==> src/rtl/multi_phase_accumulator_if.sv <==
// Write/commit bus for multi_phase_accumulator: shadow-register writes plus the commit request.
// The master drives writes and commit; the slave (accumulator) returns wr_ready.
interface multi_phase_accumulator_if #(
    parameter int unsigned CHANNELS = 4,
    parameter int unsigned TUNE_W   = 16
);
    localparam int unsigned CH_W = (CHANNELS > 1) ? $clog2(CHANNELS) : 1;

    logic              wr_en;
    logic [CH_W-1:0]   wr_ch;
    logic              wr_off;
    logic [TUNE_W-1:0] wr_data;
    logic              wr_ready;
    logic              commit;

    modport master (
        output wr_en,
        output wr_ch,
        output wr_off,
        output wr_data,
        output commit,
        input  wr_ready
    );

    modport slave (
        input  wr_en,
        input  wr_ch,
        input  wr_off,
        input  wr_data,
        input  commit,
        output wr_ready
    );
endinterface

==> src/rtl/multi_phase_accumulator.sv <==
// Multi-channel NCO phase accumulator with shadowed tuning words and an atomic, ce-aligned commit.
// Define PHASE_OFFSET_EN to add per-channel phase offset registers (written with wr_off = 1).
module multi_phase_accumulator #(
    parameter int unsigned ACC_W    = 23,
    parameter int unsigned OUT_W    = 14,
    parameter int unsigned TUNE_W   = 16,
    parameter int unsigned CHANNELS = 4
) (
    input  logic                      clk,
    input  logic                      rst,
    input  logic                      ce,
    input  logic                      phase_sync,
    multi_phase_accumulator_if.slave  bus,
    output logic [CHANNELS*OUT_W-1:0] phase_out,
    output logic [CHANNELS-1:0]       wrap
);
    localparam int unsigned   CH_W      = (CHANNELS > 1) ? $clog2(CHANNELS) : 1;
    localparam logic [CH_W:0] ChanLimit = (CH_W + 1)'(CHANNELS);

    localparam logic [0:0] StIdle    = 1'b0;
    localparam logic [0:0] StPending = 1'b1;

    logic [0:0]          r_state;
    logic [0:0]          w_state_d;
    logic                r_rdy;
    logic [ACC_W-1:0]    r_acc    [CHANNELS];
    logic [TUNE_W-1:0]   r_shadow [CHANNELS];
    logic [TUNE_W-1:0]   r_active [CHANNELS];
    logic [CHANNELS-1:0] r_wrap;

    logic [ACC_W:0]      w_sum    [CHANNELS];
    logic [OUT_W-1:0]    w_offset [CHANNELS];
    logic [CHANNELS-1:0] w_sel;
    logic                w_wr_acc;
    logic                w_wr_tune;
    logic                w_load;

    // r_rdy is low from reset until the first cycle after rst deasserts.
    assign bus.wr_ready = r_rdy & ~rst & (r_state == StIdle);
    assign w_wr_acc     = bus.wr_en & bus.wr_ready & ({1'b0, bus.wr_ch} < ChanLimit);
    assign w_wr_tune    = w_wr_acc & ~bus.wr_off;
    assign w_load       = (r_state == StPending) & ce;
    assign wrap         = r_wrap;

    always_comb begin
        w_state_d = r_state;
        case (r_state)
            StIdle:    if (bus.commit) w_state_d = StPending;
            StPending: if (ce) w_state_d = StIdle;
            default:   w_state_d = StIdle;
        endcase
    end

    for (genvar g = 0; g < CHANNELS; g++) begin : g_ch
        assign w_sel[g] = (bus.wr_ch == CH_W'(g));
        assign w_sum[g] = {1'b0, r_acc[g]} + (ACC_W + 1)'(r_active[g]);
        assign phase_out[g*OUT_W +: OUT_W] = r_acc[g][ACC_W-1 -: OUT_W] + w_offset[g];
`ifdef PHASE_OFFSET_EN
        logic [OUT_W-1:0] r_offset;
        always_ff @(posedge clk) begin
            if (rst) begin
                r_offset <= '0;
            end else if (w_wr_acc && bus.wr_off && w_sel[g]) begin
                r_offset <= OUT_W'(bus.wr_data);
            end
        end
        assign w_offset[g] = r_offset;
`else
        assign w_offset[g] = '0;
`endif
    end

    always_ff @(posedge clk) begin
        if (rst) begin
            r_state <= StIdle;
            r_rdy   <= 1'b0;
            r_wrap  <= '0;
            for (int i = 0; i < CHANNELS; i++) begin
                r_acc[i]    <= '0;
                r_shadow[i] <= '0;
                r_active[i] <= '0;
            end
        end else begin
            r_state <= w_state_d;
            r_rdy   <= 1'b1;
            for (int i = 0; i < CHANNELS; i++) begin
                if (w_wr_tune && w_sel[i]) begin
                    r_shadow[i] <= bus.wr_data;
                end
                // The add in the load cycle still uses the old active word.
                if (w_load) begin
                    r_active[i] <= r_shadow[i];
                end
                if (phase_sync) begin
                    r_acc[i]  <= '0;
                    r_wrap[i] <= 1'b0;
                end else if (ce) begin
                    r_acc[i]  <= w_sum[i][ACC_W-1:0];
                    r_wrap[i] <= w_sum[i][ACC_W];
                end else begin
                    r_wrap[i] <= 1'b0;
                end
            end
        end
    end
endmodule

==> src/flat_wrapper.sv <==
// flat-port wrapper written by rule: the top's interface ports become plain ports
module multi_phase_accumulator_flat 
#(
    parameter int unsigned ACC_W    = 23,
    parameter int unsigned OUT_W    = 14,
    parameter int unsigned TUNE_W   = 16,
    parameter int unsigned CHANNELS = 4
)
  (clk, rst, ce, phase_sync, phase_out, wrap, bus_wr_en, bus_wr_ch, bus_wr_off, bus_wr_data, bus_commit, bus_wr_ready);
  multi_phase_accumulator_if #(.CHANNELS(CHANNELS), .TUNE_W(TUNE_W)) bus_i ();
  input  logic clk;
  input  logic rst;
  input  logic ce;
  input  logic phase_sync;
  output logic [CHANNELS*OUT_W-1:0] phase_out;
  output logic [CHANNELS-1:0] wrap;
  input wire logic [$bits(bus_i.wr_en)-1:0] bus_wr_en;
  input wire logic [$bits(bus_i.wr_ch)-1:0] bus_wr_ch;
  input wire logic [$bits(bus_i.wr_off)-1:0] bus_wr_off;
  input wire logic [$bits(bus_i.wr_data)-1:0] bus_wr_data;
  input wire logic [$bits(bus_i.commit)-1:0] bus_commit;
  output wire logic [$bits(bus_i.wr_ready)-1:0] bus_wr_ready;
  assign bus_i.wr_en = bus_wr_en;
  assign bus_i.wr_ch = bus_wr_ch;
  assign bus_i.wr_off = bus_wr_off;
  assign bus_i.wr_data = bus_wr_data;
  assign bus_i.commit = bus_commit;
  assign bus_wr_ready = bus_i.wr_ready;
  multi_phase_accumulator #(.ACC_W(ACC_W), .OUT_W(OUT_W), .TUNE_W(TUNE_W), .CHANNELS(CHANNELS)) u_core (.clk(clk), .rst(rst), .ce(ce), .phase_sync(phase_sync), .bus(bus_i), .phase_out(phase_out), .wrap(wrap));
endmodule
==> config.mk <==
export PLATFORM = sky130hd
export DESIGN_NAME = multi_phase_accumulator_flat
export DESIGN_NICKNAME = d
export VERILOG_FILES = /design/src/rtl/multi_phase_accumulator_if.sv /design/src/rtl/multi_phase_accumulator.sv /design/src/flat_wrapper.sv
export SDC_FILE = /design/constraint.sdc
export NUM_CORES = 1
export LEC_CHECK = 0
export BUFFER_PORTS_ARGS = -buffer_cell sky130_fd_sc_hd__buf_2
export CORE_UTILIZATION = 66
export CTS_CLUSTER_DIAMETER = 30
export DETAILED_ROUTE_END_ITERATION = 10
export GPL_ROUTABILITY_DRIVEN = 0
export PLACE_DENSITY = 0.87
export SLEW_MARGIN = 20
export SYNTH_ARGS = -nofsm -noshare
export SYNTH_HDL_FRONTEND = slang
export SYNTH_SLANG_ARGS = --single-unit
==> constraint.sdc <==
create_clock -name clk -period 3.95 [get_ports clk]
set_input_delay 0.1975 -clock clk [delete_from_list [all_inputs] [get_ports clk]]
set_output_delay 0.1975 -clock clk [all_outputs]
set_load 0.02 [all_outputs]
# Yosys cells after proc, flatten, opt, wreduce, memory -nomap -nowiden
# Memory sizes are Yosys's and may differ from the RTL's.
# Cells that the tools add are included.
# Widths: inputs -> output; s select.
# word_totals
ff_bits	6
latchBits	0
ram_bits	220
romBits	0
input_bits	25
out_inout_bits	61
elab_cells	88
mem_count	3
# memory_table
memory	words	word_bits	rd	rd_ports_with_merged_regs	write_ports	line	rtl
u_core.r_acc	4	23	4	0	4	multi_phase_accumulator.sv:26	logic [ACC_W-1:0] r_acc [CHANNELS];
u_core.r_active	4	16	4	0	4	multi_phase_accumulator.sv:28	logic [TUNE_W-1:0] r_active [CHANNELS];
u_core.r_shadow	4	16	4	0	4	multi_phase_accumulator.sv:27	logic [TUNE_W-1:0] r_shadow [CHANNELS];
# op_classes
add_sub_neg	4
mul	0
div_mod_pow	0
n_lt_le_gt_ge	0
eq_ne	3
shift	0
mux	44
bitwise	25
reduce_logical	6
# ops
op	count
$mux 23	8
$mux 16	8
$add 23x16->24	4
$mux 1	27
$or 1x1->1	16
$and 1x1->1	5
$eq 2x2->1 const B	2
$logic_and 1x1->1	4
$not 1->1	4
$reduce_or 3->1	1
$eq 2x1->1 const B	1
$logic_not 2->1	1
$pmux 1 s2	1

# Longest topological paths before layout
# Gate-level depths: netlist of run 1.
# depth
word_depth	10
ltp_mapped	9
mapped_depth_nobuf	9

# Least setup slack after synthesis of run 1
# Ideal clock, no wire load.
# synth_timing
kind	flip-flop to flip-flop
startpoint	memory u_core.r_acc[2][0]
endpoint	memory u_core.r_acc[2][18], data pin
setup_time_ns	0.147
arrival_ns	2.325
t_required_ns	3.803
path_slack_ns	1.478
stages_incl_launch_ff	10
path_buffers	0
period_less_slack_ns	2.472
path_cell_list	edfxtp_1 ha_1 inv_1 fa_1 and2b_1 o31a_1 o21ai_1 o211a_4 or4_1 a21oi_1
# synth_rtl
element	line
from (decl)	multi_phase_accumulator.sv:26

==> flow_summary_export.csv, run 1 <==
group,metric,value,unit
setup_path,critPathKind,"flop to flop",
detailed_routing,wl_met2,12800,um
detailed_routing,routed_wl,26200,um
detailed_routing,dr.first_iter.drc_count,836,
yosys,synth.top_cell.area_share,53.3,%
detailed_routing,wl_per_cell,18.7,um
detailed_routing,drtAntennaViolNets,0,
detailed_routing,drcViolationCount,12,
yosys,netlist_instances,1092,
yosys,netlist_top_cells_count,"edfxtp_1 (220), and2_1 (132), nor2_1 (92)",
detailed_routing,vias,8647,
setup_path,worst-path-max-fanout,7,
pwr,p_leak,5.86,nW
floorplanning,fp-row-count,49,
clock_tree,clock_path_buffers,3,
floorplanning,placeableCoreArea,18200,sq um
clock_tree,cts_root_buf,"clkbuf_16",
yosys,synthDistinctLibCells,69,
clock_tree,clkSinkCount,226,
detailed_routing,top_layer,"met4",
clock_tree,post_cts_buffers,0,
yosys,synth.area.top_cells,"edfxtp_1 (53%), and2_1 (6.7%), ha_1 (6.5%), buf_4 (3.4%), nor2_1 (2.8%)",
pwr,power_density,502,nW/um^2
pwr,clkPwrFrac,50.9,%
yosys,yosysWarnings,0,
outcome,violations,"DRC",
global_routing,grt_use_total,27.6,%
finish,drive_gt1_share,15.2,%
global_routing,grt_max_degree,65,
finish,area_growth,13.3,%
clock_tree,cts_made_buffers,40,
global_routing,grt_pass1_vias,8361,
placement,io_buffers,85,
clock_tree,cts_tree,"done",
global_routing,grt_remaining_overflow,0,
floorplanning,ios,86,
timing,maxSlewViolCount,0,
setup_path,reg2reg_depth,9,
timing,period_minus_slack,2.87,ns
detailed_routing,wl_met3,1960,um
yosys,synth_edf_count,220,
floorplanning,die_h,139,um
finish,antennaDiodeCount,0,
pwr,p_int,5.39,mW
clock_tree,path_clk_slew,0.05,ns
timing,rsz0062_at_grt,"no",
finish,nNetsFinal,1236,
placement,hpwl,17000,um
yosys,yosysTopAreaCell,"edfxtp_1",
timing,tns,0,ns
clock_tree,cts.htree.levels,2,
setup_path,r2r_slack,1.08,ns
detailed_routing,drt_first_pass_iters,9,
outcome,status,"complete, but fails checks",
yosys,ys_seq_elements,226,
finish,fillCellCount,1057,
pwr,power_frac_comb,9.0,%
setup_path,cp-end-kind,"flop",
timing,relSlewSlack,29.0,%
timing,hold_violations,0,
floorplanning,start_util,68.1,%
clock_tree,worstSkewPairLatency,0.52,ns
timing,fin_crit_sh,72.6,%
setup_path,crit_path_start_kind,"flop",
yosys,syn_area,12400,sq um
global_routing,grt_pass1_wl,41800,um
detailed_routing,wl_met1,10800,um
yosys,synth_seq_area_share,54.2,%
job,max_cap_viol_count,0,
timing,setup_viol,0,
pwr,seqPwrFrac,40.1,%
floorplanning,dieArea,19300,sq um
setup_path,worstPathRequired,4.31,ns
pwr,netSwitchingFraction,23.6,%
yosys,async_flop_share,0,%
timing,tightestPinTransition,1.06,ns
setup_path,startpoint,"u_core.r_active[1][0]",
setup_path,crit_arrival,3.23,ns
hold_path,holdCritPathClass,"input pin to flop",
detailed_routing,viasPerCell,6.16,
timing,finClkSkew,0.0142,ns
yosys,synth_area_per_cell,11.4,sq um
global_routing,antenna_found_initial,0,
setup_path,reg2reg_from,"u_core.r_active[1][0]",
clock_tree,cts_resized,0,
timing,holdWs,0.0474,ns
yosys,synth_ff_type,"edfxtp_1",
setup_path,reg2reg_to,"u_core.r_acc[1][22]",
yosys,synth_most_common_cell,"edfxtp_1",
timing,max_freq,0.349,GHz
pwr,peakVddDrop,0.000397,V
floorplanning,die_w,139,um
pwr,power_switching,1.67,mW
yosys,syn-num-nets,1185,
clock_tree,cts-hold-fix-buffers,2,
setup_path,cp-endpoint,"u_core.r_acc[1][22]",
==> layer usage <==
layer | global-route usage [%] | up-vias
li1 | - | 4077
met4 | 9.42 | 0
met3 | 5.46 | 58
met5 | 0 | -
met2 | 46.7 | 384
met1 | 35.6 | 4128
==> cells by family (layout without fill, tap and decap cells) <==
group           count (synthesis)  count (layout)  synth area share [%]
xor+xnor                       43              43                  3.04
fa+ha+maj                      68              68                  7.10
flops                         226             226                  54.2
simple gates                  400             400                  17.3
buf+inv                       114             196                  5.43
compound gates                234             234                  12.4
mux                             7               7                 0.565
==> flip-flops by register name, summed over array words and instances (netlist names) <==
register	flops
u_core.r_active	64
u_core.r_rdy	1
u_core.wrap	4
u_core.r_shadow	64
u_core.r_acc	92
u_core.r_state	1
==> cell usage in the layout, fill, tap and decap left out, drive strengths merged, types with 4 or more instances in the layout <==
cell type,n
a21oi,59
xnor2,26
ha,64
nand3,21
o21a,12
bufinv,8
a31oi,8
o31ai,5
nor2b,7
or3,7
or4,5
fa,4
nand2b,13
and3,15
xor2,17
nor2,92
and2,133
mux2i,7
nand4,15
o211ai,11
a21o,31
dfxtp,6
edfxtp,220
o21ai,55
inv,31
clkbuf,43
nand2,50
o211a,4
nor3,23
buf,92
nor3b,4
a211oi,22
or2,7
clkinv,18
==> through the flow <==
step | worst slack (ns) | cells | util (%) | cell area, sq um | total power, mW
5_1_grt | 0.931 | 1403 | 77.2 | 14100 | 7.27
6_report | 1.08 | 1403 | 77.2 | 14100 | 7.06
2_1_floorplan | 1.48 | 1092 | - | 12400 | 3.36
3_3_place_gp | 1.34 | 1328 | 69.3 | 12600 | 3.46
4_1_cts | 1.05 | 1403 | 77.2 | 14100 | 7.08
3_5_place_dp | 1.20 | 1328 | 69.3 | 12600 | 3.49
==> power groups by stage <==
stage | sequential [mW] | combinational, mW | clock, mW
global placement | 2.87 | 0.593 | 0
CTS | 2.83 | 0.630 | 3.62
finish | 2.83 | 0.637 | 3.59
detailed placement | 2.87 | 0.616 | 0
floorplan | 2.85 | 0.508 | 0
global route | 2.84 | 0.694 | 3.73
==> layout make-up <==
cell class	instances	area [sq um]	area share [%]
clock inverters	30	412	2.93
well taps	229	287	2.04
multi-input cells	752	5010	35.7
repair buffers	94	498	3.54
clock buffers	43	1010	7.20
inverters	29	109	0.775
flip-flops and latches	226	6730	47.9
==> how the worst min path moves through the flow <==
stage | slack (ns) | from | cells after the start | end
finish | 0.05 | bus_wr_data[3] | 2 | u_core.r_shadow[2][3]
global route | 0.03 | bus_wr_data[3] | 2 | u_core.r_shadow[2][3]
CTS | 0.02 | bus_wr_data[3] | 2 | u_core.r_shadow[3][3]
detailed placement | 0.41 | bus_commit | 3 | u_core.r_state
global placement | 0.40 | bus_commit | 3 | u_core.r_state
floorplan | 0.31 | bus_commit | 2 | u_core.r_state
==> worst max-delay path, stage by stage (launching register included) <==
cell and delay, ns:
edfxtp_1 0.35, ha_1 0.23, inv_1 0.09, fa_1 0.47, nand2b_1 0.20, a211oi_2 0.28, o41ai_2 0.15, a31oi_2 0.40
or4b_1 0.47, o21ai_1 0.08
Power figures use the tool's default switching activity.
==> inputs of run 2 (changes only) <==
--- a/config.mk
+++ b/config.mk
@@ -6,11 +6,11 @@
 export NUM_CORES = 1
 export LEC_CHECK = 0
 export BUFFER_PORTS_ARGS = -buffer_cell sky130_fd_sc_hd__buf_2
-export CORE_UTILIZATION = 66
+export CORE_UTILIZATION = 55
 export CTS_CLUSTER_DIAMETER = 30
 export DETAILED_ROUTE_END_ITERATION = 10
 export GPL_ROUTABILITY_DRIVEN = 0
-export PLACE_DENSITY = 0.87
+export PLACE_DENSITY = 0.78
 export SLEW_MARGIN = 20
 export SYNTH_ARGS = -nofsm -noshare
 export SYNTH_HDL_FRONTEND = slang
==> constraint.sdc (replaced) <==
create_clock -name clk -period 2.6 [get_ports clk]
set_input_delay 0.13 -clock clk [delete_from_list [all_inputs] [get_ports clk]]
set_output_delay 0.13 -clock clk [all_outputs]
set_load 0.02 [all_outputs]
==> flow_summary_export.csv, run 2 (synthesized netlist as in run 1, its figures left out) <==
group,metric,value,unit
timing,hold_violations,0,
clock_tree,path_clk_slew,0.05,ns
global_routing,grt_remaining_overflow,0,
global_routing,grt_max_degree,66,
clock_tree,cts_tree,"done",
floorplanning,fp-row-count,54,
detailed_routing,drcViolationCount,8,
finish,regArea,6730,sq um
detailed_routing,dr.first_iter.drc_count,701,
timing,period_minus_slack,2.53,ns
hold_path,holdCritPathClass,"input pin to flop",
timing,rsz0062_at_grt,"yes",
clock_tree,worstSkewPairLatency,0.52,ns
finish,postLayoutCoreUtil,66.3,%
detailed_routing,drtAntennaViolNets,0,
finish,nNetsFinal,1268,
setup_path,critPathKind,"flop to flop",
placement,dp_cells,1394,
timing,finClkSkew,0.0191,ns
global_routing,grt_pass1_wl,41500,um
finish,fillCellCount,1578,
finish,final_common_cell,"edfxtp_1",
finish,antennaDiodeCount,0,
finish,area_growth,17.3,%
setup_path,crit_path_cell_trace,"ha_2 > inv_1 > fa_2 > and2b_1 > o31a_1 > o21ai_4 > o211a_4 > or4_1 > a21oi_1",
setup_path,worstPathRequired,2.97,ns
clock_tree,cts_made_buffers,43,
setup_path,cp-end-kind,"flop",
pwr,clkPwrFrac,51.7,%
floorplanning,die_h,152,um
timing,relSlewSlack,62.2,%
pwr,seqPwrFrac,39.1,%
pwr,netSwitchingFraction,22.9,%
setup_path,slowest_delay,0.48,ns
clock_tree,cts_root_buf,"clkbuf_16",
detailed_routing,wl_per_cell,17.5,um
floorplanning,ios,86,
setup_path,crit_arrival,2.89,ns
placement,hpwl,16700,um
pwr,p_leak,6.07,nW
floorplanning,start_util,56.5,%
floorplanning,die_w,152,um
detailed_routing,vias,8610,
setup_path,worst-path-max-fanout,7,
floorplanning,dieArea,23200,sq um
pwr,peakVddDrop,0.000457,V
pwr,power_frac_comb,9.1,%
clock_tree,cts.htree.levels,2,
timing,maxSlewViolCount,0,
placement,io_buffers,85,
setup_path,slowest_stage,"or4_1",
floorplanning,placeableCoreArea,22000,sq um
detailed_routing,drt_first_pass_iters,8,
pwr,p_int,8.48,mW
finish,stdcell_count,1488,
timing,max_freq,0.396,GHz
outcome,status,"complete, but fails checks",
setup_path,crit_path_start_kind,"flop",
clock_tree,clkSinkCount,226,
pwr,totalPowerFinal,11.0,mW
timing,setup_viol,0,
outcome,violations,"DRC",
clock_tree,clock_path_buffers,3,
global_routing,grt_pass1_vias,8379,
detailed_routing,routed_wl,26000,um
finish,largest_register_ff_count,92,
pwr,power_density,755,nW/um^2
finish,top_register,"u_core.r_acc",
pwr,power_switching,2.51,mW
job,max_cap_viol_count,0,
timing,fin_crit_sh,97.2,%
global_routing,antenna_found_initial,2,
timing,tightestPinTransition,0.553,ns
detailed_routing,viasPerCell,5.79,
finish,layout_common_cells,"edfxtp_1 (220), and2_1 (132), nor2_1 (91)",
global_routing,grt_use_total,22.4,%
finish,top_regs,"u_core.r_acc: 92 flops, u_core.r_active: 64 flops, u_core.r_shadow: 64 flops",
finish,multiInputGateArea,5120,sq um
finish,drive_gt1_share,18.4,%
[run 2: timing repair]
item                                   in CTS  in global routing
resized for setup                           3                 19
setup endpoints to repair                   6                 20
setup buffers                               1                  5
pin swaps                                   2                 11
cloned                                      0                  0
endpoints found under the hold margin      22                  0
hold buffers                               10                  0
[run 2: cell type report]
type | count | area share [%]
multi-input cells | 752 | 35.2
clock buffers | 51 | 7.82
repair buffers | 123 | 5.14
well taps | 280 | 2.41
inverters | 29 | 0.748
clock inverters | 27 | 2.48
flip-flops and latches | 226 | 46.2
[run 2: critical path, delay by kind of cell, from the launching register on]
family          cells  cell delay [ns]
buf+inv             1             0.06
fa+ha+maj           2             0.56
simple gates        2             0.72
compound gates      4             0.71
flops               1             0.32
[run 2: power groups by stage]
stage,clock network (mW),registers [mW],logic [mW]
after CTS,5.74,4.30,0.974
after global placement,0,4.36,0.923
after floorplan,0,4.33,0.771
after global routing,5.93,4.32,1.10
after detailed placement,0,4.36,0.945
final,5.69,4.30,1.00
[run 2: worst paths after layout]
check | from | to | slack, ns | cells past startpoint
worst max-delay path | u_core.r_acc[2][0] | u_core.r_acc[2][18] | 0.07 | 9
worst min-delay path | bus_wr_data[15] | u_core.r_shadow[3][15] | 0.02 | 2
worst max register to register | u_core.r_acc[2][0] | u_core.r_acc[2][18] | 0.07 | 9
worst min register to register | u_core.r_shadow[3][5] | u_core.r_active[3][5] | 0.51 | 1
[run 2: per-layer routing]
metal / wire, um / global-route usage [%] / vias up
li1: - / - / 4128
met1: 11000 / 29.3 / 4140
met2: 12700 / 38.0 / 290
met3: 1820 / 4.15 / 52
met4: 546 / 6.85 / 0
met5: 0 / 0 / -
[run 2: metrics by stage]
step                cell area, sq um  worst slack, ns  hold WS [ns]  TNS (ns)
floorplan                      12400            0.128         0.246         0
global placement               12800          0.00510         0.338         0
detailed placement             12800          -0.0410         0.348    -0.101
CTS                            14400          0.00587       0.00801         0
global route                   14600          -0.0283        0.0209   -0.0659
finish                         14600           0.0718        0.0231         0
